==> config.mk <==
export PLATFORM = sky130hd
export DESIGN_NAME = uart_rx_fifo_gen
export DESIGN_NICKNAME = d
export VERILOG_FILES = /design/src/rtl/uart_rx_fifo_gen.sv
export SDC_FILE = /design/constraint.sdc
export NUM_CORES = 1
export LEC_CHECK = 0
export CAP_MARGIN = 15
export CORE_MARGIN = 4
export CORE_UTILIZATION = 48
export DETAILED_ROUTE_END_ITERATION = 12
export GPL_ROUTABILITY_DRIVEN = 1
export PLACE_DENSITY = 0.63
export SLEW_MARGIN = 20
export SYNTH_ARGS = -nofsm -noshare
export SYNTH_HDL_FRONTEND = slang
export SYNTH_SLANG_ARGS = --single-unit
==> constraint.sdc <==
create_clock -name clk -period 3.1 [get_ports clk]
set_clock_uncertainty 0.05 [all_clocks]
set_input_delay 0.93 -clock clk [delete_from_list [all_inputs] [get_ports clk]]
set_output_delay 0.93 -clock clk [all_outputs]
set_load 0.1 [all_outputs]
==> src/rtl/uart_rx_fifo_gen.sv <==
// UART receiver (oversampled, bit-centre sampling) feeding a first-word-fall-through FIFO.
// Each entry is {perr, ferr, data}. The read side also provides a level, almost-flags and an overrun count.
module uart_rx_fifo_gen #(
    parameter int unsigned CLK_HZ     = 48_000_000,
    parameter int unsigned BAUD       = 115_200,
    parameter int unsigned OVERSAMPLE = 16,
    parameter int unsigned DATA_BITS  = 8,
    parameter int unsigned PARITY     = 0,
    parameter int unsigned STOP_BITS  = 1,
    parameter int unsigned FIFO_DEPTH = 16,
    parameter int unsigned AFULL_LVL  = 12,
    parameter int unsigned AEMPTY_LVL = 2,
    parameter int unsigned DROP_ERR   = 0
) (
    input  logic                        clk,
    input  logic                        rst_n,
    input  logic                        uart_rx,
    input  logic                        rd_en,
    output logic [DATA_BITS-1:0]        dout,
    output logic                        dout_ferr,
    output logic                        dout_perr,
    output logic                        empty,
    output logic                        full,
    output logic                        almost_empty,
    output logic                        almost_full,
    output logic [$clog2(FIFO_DEPTH):0] level,
    output logic [15:0]                 overrun_cnt,
    input  logic                        clr_overrun,
    output logic                        rx_busy
);

    localparam int unsigned TickDen = BAUD * OVERSAMPLE;
    localparam int unsigned DivRaw  = (CLK_HZ + TickDen / 2) / TickDen;
    localparam int unsigned Div     = (DivRaw < 1) ? 1 : DivRaw;
    localparam int unsigned DivW    = (Div > 1) ? $clog2(Div) : 1;
    localparam int unsigned OsW     = $clog2(OVERSAMPLE);
    localparam int unsigned BitW    = $clog2(DATA_BITS + 1);
    localparam int unsigned PtrW    = $clog2(FIFO_DEPTH);
    localparam int unsigned LvlW    = PtrW + 1;
    localparam int unsigned EntW    = DATA_BITS + 2;

    typedef enum logic [2:0] {
        StIdle,
        StStart,
        StData,
        StParity,
        StStop,
        StPush,
        StWaitHigh
    } state_e;

    // ---------------------------------------------------------------------------------------
    // Input synchroniser and edge history
    // ---------------------------------------------------------------------------------------
    logic       rx_s1_q, rx_s2_q, rx_prev_q;
    logic [1:0] init_q;

    always_ff @(posedge clk or negedge rst_n) begin
        if (!rst_n) begin
            rx_s1_q   <= 1'b1;
            rx_s2_q   <= 1'b1;
            rx_prev_q <= 1'b1;
        end else begin
            rx_s1_q   <= uart_rx;
            rx_s2_q   <= rx_s1_q;
            rx_prev_q <= rx_s2_q;
        end
    end

    // Counts the edges after reset until the synchroniser and the edge history hold real line values.
    always_ff @(posedge clk or negedge rst_n) begin
        if (!rst_n) begin
            init_q <= 2'd0;
        end else if (init_q != 2'd3) begin
            init_q <= init_q + 2'd1;
        end
    end

    // ---------------------------------------------------------------------------------------
    // Receive FSM
    // ---------------------------------------------------------------------------------------
    state_e               state_q, state_d;
    logic [DivW-1:0]      div_q, div_d;
    logic [OsW-1:0]       os_q, os_d;
    logic [BitW-1:0]      bit_q, bit_d;
    logic [DATA_BITS-1:0] data_q, data_d;
    logic                 ferr_q, ferr_d;
    logic                 perr_q, perr_d;
    logic                 tick, mid, push_req;

    assign tick = (div_q == DivW'(Div - 1));
    assign mid  = tick && (os_q == OsW'(OVERSAMPLE - 1));

    always_ff @(posedge clk or negedge rst_n) begin
        if (!rst_n) begin
            state_q <= StIdle;
            div_q   <= '0;
            os_q    <= '0;
            bit_q   <= '0;
            data_q  <= '0;
            ferr_q  <= 1'b0;
            perr_q  <= 1'b0;
        end else begin
            state_q <= state_d;
            div_q   <= div_d;
            os_q    <= os_d;
            bit_q   <= bit_d;
            data_q  <= data_d;
            ferr_q  <= ferr_d;
            perr_q  <= perr_d;
        end
    end

    always_comb begin
        state_d  = state_q;
        div_d    = tick ? '0 : div_q + 1'b1;
        os_d     = tick ? os_q + 1'b1 : os_q;
        bit_d    = bit_q;
        data_d   = data_q;
        ferr_d   = ferr_q;
        perr_d   = perr_q;
        push_req = 1'b0;

        unique case (state_q)
            StIdle: begin
                os_d = '0;
                // A line already low when the synchroniser becomes valid is a frame in progress.
                if (init_q == 2'd2 && !rx_s2_q) begin
                    state_d = StWaitHigh;
                end else if (init_q == 2'd3 && rx_prev_q && !rx_s2_q) begin
                    state_d = StStart;
                    div_d   = '0;
                    bit_d   = '0;
                    ferr_d  = 1'b0;
                    perr_d  = 1'b0;
                end
            end
            StStart: begin
                if (tick && os_q == OsW'(OVERSAMPLE / 2 - 1)) begin
                    os_d    = '0;
                    state_d = rx_s2_q ? StIdle : StData;
                end
            end
            StData: begin
                if (mid) begin
                    os_d   = '0;
                    data_d = {rx_s2_q, data_q[DATA_BITS-1:1]};
                    if (bit_q == BitW'(DATA_BITS - 1)) begin
                        bit_d   = '0;
                        state_d = (PARITY != 0) ? StParity : StStop;
                    end else begin
                        bit_d = bit_q + 1'b1;
                    end
                end
            end
            StParity: begin
                if (mid) begin
                    os_d    = '0;
                    perr_d  = (^data_q) ^ rx_s2_q ^ (PARITY == 1);
                    state_d = StStop;
                end
            end
            StStop: begin
                if (mid) begin
                    os_d = '0;
                    if (!rx_s2_q) begin
                        ferr_d = 1'b1;
                    end
                    if (bit_q == BitW'(STOP_BITS - 1)) begin
                        bit_d   = '0;
                        state_d = StPush;
                    end else begin
                        bit_d = bit_q + 1'b1;
                    end
                end
            end
            StPush: begin
                push_req = 1'b1;
                // Break: hold off until the line returns high so the low level is not a new start.
                state_d  = (ferr_q && data_q == '0) ? StWaitHigh : StIdle;
            end
            StWaitHigh: begin
                if (rx_s2_q) begin
                    state_d = StIdle;
                end
            end
            default: state_d = StIdle;
        endcase
    end

    assign rx_busy = (state_q != StIdle);

    // ---------------------------------------------------------------------------------------
    // FIFO
    // ---------------------------------------------------------------------------------------
    logic [EntW-1:0] mem_q [FIFO_DEPTH];
    logic [EntW-1:0] head;
    logic [PtrW-1:0] wr_ptr_q, rd_ptr_q;
    logic [LvlW-1:0] level_q, level_d;
    logic [15:0]     ovr_q;
    logic            drop, do_pop, accept, do_push, lost;

    assign drop    = (DROP_ERR != 0) && (ferr_q || perr_q);
    assign do_pop  = rd_en && !empty;
    assign accept  = !full || do_pop;
    assign do_push = push_req && !drop && accept;
    assign lost    = push_req && !drop && !accept;

    always_comb begin
        level_d = level_q;
        if (do_push && !do_pop) begin
            level_d = level_q + 1'b1;
        end else if (do_pop && !do_push) begin
            level_d = level_q - 1'b1;
        end
    end

    always_ff @(posedge clk or negedge rst_n) begin
        if (!rst_n) begin
            wr_ptr_q <= '0;
            rd_ptr_q <= '0;
            level_q  <= '0;
        end else begin
            level_q <= level_d;
            if (do_push) begin
                wr_ptr_q <= wr_ptr_q + 1'b1;
            end
            if (do_pop) begin
                rd_ptr_q <= rd_ptr_q + 1'b1;
            end
        end
    end

    always_ff @(posedge clk) begin
        if (do_push) begin
            mem_q[wr_ptr_q] <= {perr_q, ferr_q, data_q};
        end
    end

    always_ff @(posedge clk or negedge rst_n) begin
        if (!rst_n) begin
            ovr_q <= '0;
        end else if (clr_overrun) begin
            ovr_q <= '0;
        end else if (lost && ovr_q != 16'hFFFF) begin
            ovr_q <= ovr_q + 16'd1;
        end
    end

    assign head         = mem_q[rd_ptr_q];
    assign empty        = (level_q == '0);
    assign full         = (level_q == LvlW'(FIFO_DEPTH));
    assign almost_empty = (level_q <= LvlW'(AEMPTY_LVL));
    assign almost_full  = (level_q >= LvlW'(AFULL_LVL));
    assign level        = level_q;
    assign overrun_cnt  = ovr_q;
    assign dout         = empty ? '0 : head[DATA_BITS-1:0];
    assign dout_ferr    = !empty && head[DATA_BITS];
    assign dout_perr    = !empty && head[DATA_BITS+1];

endmodule

==> Yosys cells after proc, flatten, opt, wreduce, memory -nomap -nowiden <==
Memory sizes are Yosys's and may differ from the RTL's.
Cells that the tools add are included.
{ "classes": {"n_eq_ne": 26, "mux": 42, "n_reduce_logical": 38, "bitwise": 1, "magnitude_cmp": 2, "add_sub_neg": 9} }
{ "op_table": {"columns": ["operator", "n"], "rows": [
  ["2-to-1 mux 4 bit", 9],
  ["2-to-1 mux 16 bit", 2],
  ["2-to-1 mux 3 bit", 10],
  ["2-to-1 mux 5 bit", 6],
  ["case mux 4 bit (3 select lines)", 2],
  ["!= test 2 bit, second input constant", 11],
  ["case mux 3 bit (7 select lines)", 1],
  ["adder 16 x 1 -> 16 bit, second input constant", 1],
  ["adder 4 x 1 -> 4 bit, second input constant", 4],
  ["!= test 16 bit, second input constant", 1],
  ["logical AND 1 bit", 14],
  ["adder 5 x 1 -> 5 bit, second input constant", 2],
  ["equality test 5 bit, second input constant", 2],
  ["AND reduction 5 bit", 2],
  ["equality test 3 bit, second input constant", 3],
  ["equality test 4 x 3 -> 1 bit, second input constant", 2],
  ["logical NOT 8 bit", 1],
  ["2-to-1 mux 1 bit", 8],
  ["2-to-1 mux 8 bit", 1],
  ["AND reduction 8 bit", 1],
  ["nonzero test 2 bit", 4],
  ["parity 8 bit", 1],
  ["equality test 3 x 2 -> 1 bit, second input constant", 2],
  ["logical NOT 1 bit", 6],
  ["other kinds (19)", 22]
]} }
{ "totals": {"elab_cells": 134, "ramBits": 160, "output_inout_bits": 36, "reg_bits": 60, "memories": 1, "in_bits": 5} }
{ "memory_table": {"columns": ["memory", "words", "word_bits", "rd", "rd_ports_with_merged_regs", "wr", "line_no", "source"], "rows": [
  ["mem_q", 16, 10, 1, 0, 1, "196", "logic [EntW-1:0] mem_q [FIFO_DEPTH];"]
]} }

==> Depth between registers and ports, before layout <==
{ "depth": {"ltp_word": 9, "depth_mapped": 11, "depth_no_buf": 10} }

==> Worst setup path after synthesis <==
OpenSTA, ideal clock, no wires.
{ "synth_timing": {"kind": "register to output", "from": "reg level_q[1] (netlist: level[1])", "to": "out almost_empty", "t_arrival_ps": 5672, "slack_ps": -3552, "stages_incl_launch_ff": 2, "t_required_ps": 2120, "n_path_buf": 0, "cell_sequence": "dfrtp_1 > a2111oi_0"} }
{ "synth_via": {"elab_chain_cells": 1} }
{ "synth_lines": {"columns": ["item", "line_no", "source"], "rows": [
  ["from (decl)", "199", "logic [LvlW-1:0] level_q, level_d;"],
  ["from (signal assigned)", "224", "level_q <= level_d;"],
  ["<= comparator 5 x 2 -> 1 bit", "253", "assign almost_empty = (level_q <= LvlW'(AEMPTY_LVL));"],
  ["to (decl)", "24", "output logic almost_empty,"]
]} }
No other way between the ends.

==> Final worst setup path <==
{ "layout_timing": {"from": "reg rd_ptr_q[0]", "to": "out dout[2]"} }
{ "layout_via": {"elab_chain_cells": 2} }
{ "layout_lines": {"columns": ["item", "line_no", "source"], "rows": [
  ["from (decl)", "198", "logic [PtrW-1:0] wr_ptr_q, rd_ptr_q;"],
  ["from (signal assigned)", "229", "rd_ptr_q <= rd_ptr_q + 1'b1;"],
  ["memory (16 x 10 bit)", null, null],
  ["2-to-1 mux 8 bit", "257", "assign dout = empty ? '0 : head[DATA_BITS-1:0];"],
  ["to (decl)", "19", "output logic [DATA_BITS-1:0] dout,"]
]} }
No other way between the ends.

==> impl_metrics.py <==
metrics = {
    "timing": {
        "tightest_slew_ns": 0.851,
        "rsz0062_at_grt": "yes",
        "maxSlewViolCount": 0,
        "fin_ws_ns": -0.0836,
        "fin_hold_ws_ns": 0.310,
        "hold_viol": 0,
        "setup_viol": 10,
        "fmax_mhz": 314,
        "setup_tns_ns": -0.636,
        "finalCritPeriodShare_pct": 103,
        "min_period_ns": 3.18,
        "relSlewSlack_pct": 42.8,
    },
    "cells_and_area": {
        "num_antenna_cells": 0,
        "regArea_mm2": 0.00632,
        "multiInputGateArea_mm2": 0.00349,
        "area_growth_pct": 22.2,
        "nets": 720,
        "fin_cells": 974,
        "final_common_cell": "edfxtp_1",
        "drive_gt1_share_pct": 29.6,
        "nFillCells": 1465,
        "most-common-layout-cells": "edfxtp_1, buf_4, dfrtp_1",
    },
    "detailed_routing": {
        "vias": 5482,
        "via_per_inst": 5.63,
        "wl_met3_um": 754,
        "drt_iter0_drc": 292,
        "routed-wl-met2_um": 10200,
        "wire_per_inst_um": 19.9,
        "routed_wl_um": 19400,
        "drt-met1-wl_um": 8130,
        "drtPass1Iterations": 4,
        "top_layer_used": "met4",
        "drc": 0,
        "ant_nets": 0,
    },
    "setup_path": {
        "cp_max_fo": 13,
        "start_kind": "register",
        "reg2reg_slack_ns": 0.40,
        "worst_ep_required_time_ns": 2.12,
        "critPathCapture": "dout[2]",
        "reg2reg_to": "level[4]",
        "rr_worst_depth": 10,
        "arrival_ns": 2.20,
        "r2r_start": "level[0]",
        "crit_path_end_kind": "primary output",
        "crit_start": "rd_ptr_q[0]",
        "critPathKind": "register to primary output",
    },
    "placed_design": {
        "io_buffers": 40,
        "hpwl_um": 13000,
        "dpl.cell_count": 932,
        "gp_congestion": 0.842,
    },
    "clock_tree": {
        "cts_hold_buf": 0,
        "clock_sinks": 220,
        "clk_pin_slew_ns": 0.06,
        "tritoncts": "done",
        "clock_tree.root_cell": "clkbuf_16",
        "numCtsBuffers": 23,
        "clockBufferDepth": 3,
        "htreeDepth": 1,
        "worstSkewPairLatency_ns": 0.49,
    },
    "die": {
        "dieArea_mm2": 0.0224,
        "die_h_um": 150,
        "rows": 51,
        "initial_utilization_pct": 49.2,
        "core_area_mm2": 0.0196,
        "die_x_um": 150,
        "ios": 41,
    },
    "outcome": {
        "outcome": "finished, violations left",
        "violations": "setup timing",
    },
    "logic_synthesis": {
        "synth_cell_types": 59,
        "yosys-top-cells-area": "edfxtp_1, dfrtp_1, mux4_2",
        "syn_inst": 614,
        "synth_ff_type": "edfxtp_1",
        "seq_area_frac_synth_pct": 65.5,
        "ys_warn_count": 0,
        "async_flop_share_pct": 27.3,
        "synth_top_area_share_pct": 49.9,
        "synth.net_count": 641,
        "syn-cell-area_mm2": 0.00964,
        "synth_top_area_cell": "edfxtp_1",
        "synth_edf_count": 160,
        "avgSynthCellArea_um2": 15.7,
        "ys_ff_latch": 220,
    },
    "power_and_ir_drop": {
        "leakage_nw": 4.30,
        "power.density_mw_per_mm2": 936,
        "ir_drop_v": 0.000541,
    },
    "min_path": {
        "holdPathStages": 0,
        "min_path_type": "register to register",
    },
    "global_routing": {
        "grt-ovfl-total": 0,
        "grt_usage_pct": 18.2,
        "antenna_found_initial": 0,
        "grt_pass1_vias": 5890,
        "grt_pass1_wl_um": 31900,
        "grt_max_degree": 32,
    },
    "flow_run": {
        "maxCapViolations": 0,
    },
}
[synth_stat cells (all sizes together) (2+ instances only)]
cell type / number
nor3: 15
nand3b: 3
nand4: 9
mux2i: 31
nand3: 13
mux4: 40
edfxtp: 160
ha: 21
o21ai: 15
a211oi: 2
a22oi: 2
nor4: 6
or4: 8
buf: 9
and3: 2
and4b: 2
o22ai: 13
nor2b: 8
nand2b: 7
a211o: 2
o31ai: 10
a21o: 4
or3: 3
xor2: 7
inv: 20
dfstp: 3
and4: 3
o211ai: 5
nor3b: 4
or2: 2
o2111ai: 2
a22o: 2
clkbuf: 17
nor2: 28
nand2: 25
and2: 4
mux2: 7
xnor2: 14
dfrtp: 57
a21oi: 19
[sequential cells by signal, summed over array words and instances (netlist names)]
register,count
state_q,3
mem_q,160
bit_q,4
rx_s1_q,1
ferr_q,1
div_q,5
data_q,8
init_q,2
overrun_cnt,16
rd_ptr_q,4
rx_s2_q,1
wr_ptr_q,4
rx_prev_q,1
os_q,4
level,5
perr_q,1
[kinds of logic (layout without fill, tap and decap cells)]
family / Yosys count / in the layout / share of synthesized area [%]
buf+inv: 47 / 142 / 1.91
flops: 220 / 220 / 65.5
compound gates: 80 / 80 / 5.35
simple gates: 145 / 145 / 8.79
mux: 78 / 78 / 13.4
fa+ha+maj: 22 / 22 / 2.93
xor+xnor: 22 / 22 / 2.14
[layer usage]
metal	up-vias	GRT usage, %
met2	86	33.2
met1	2813	23.4
met5	-	0
met4	0	3.25
met3	17	2.76
li1	2566	-
[worst min path at each step]
stage / from / end
3_5_place_dp: rx_s1_q / rx_s2_q
3_3_place_gp: rx_s1_q / rx_s2_q
6_report: rx_s1_q / rx_s2_q
4_1_cts: rx_s1_q / rx_s2_q
5_1_grt: rx_s1_q / rx_s2_q
2_1_floorplan: rx_s1_q / rx_s2_q
[critical path: stages (launching register included)]
cell	delay [ns]
dfrtp_2	0.44
buf_12	0.18
mux4_2	0.56
mux2i_4	0.24
o22ai_4	0.11
buf_12	0.17
[metrics by stage]
stage	total power, mW	area, um2	setup WS (ns)	utilization (%)
after CTS	11.1	11700	-0.131	59.8
final	11.0	11800	-0.0836	60.1
after detailed placement	8.18	10900	-0.110	55.5
after global routing	11.5	11800	-0.177	60.1
after floorplan	6.74	9800	0.0451	-
after global placement	8.11	10900	-0.0120	55.5
[where the power goes]
part	switching [mW]	leakage, nW	total (mW)	internal (mW)
clock	1.06	0.353	2.61	1.55
sequential	0.223	2.36	3.50	3.28
combinational	2.90	1.59	4.91	2.01
total	4.18	4.30	11.0	6.85
[what timing repair did]
item	4_1_cts	5_1_grt
setup endpoints to repair	10	10
gates cloned	0	0
buffers inserted	1	0
gates resized for setup	24	8
[final cells by class]
cell class | instances | area share [%]
flip-flops and latches | 220 | 53.7
multi-input cells | 347 | 29.6
repair buffers | 80 | 7.16
clock buffers | 30 | 5.20
well taps | 265 | 2.82
clock inverters | 11 | 0.893
inverters | 21 | 0.670
(Power assumes the default switching activity.)
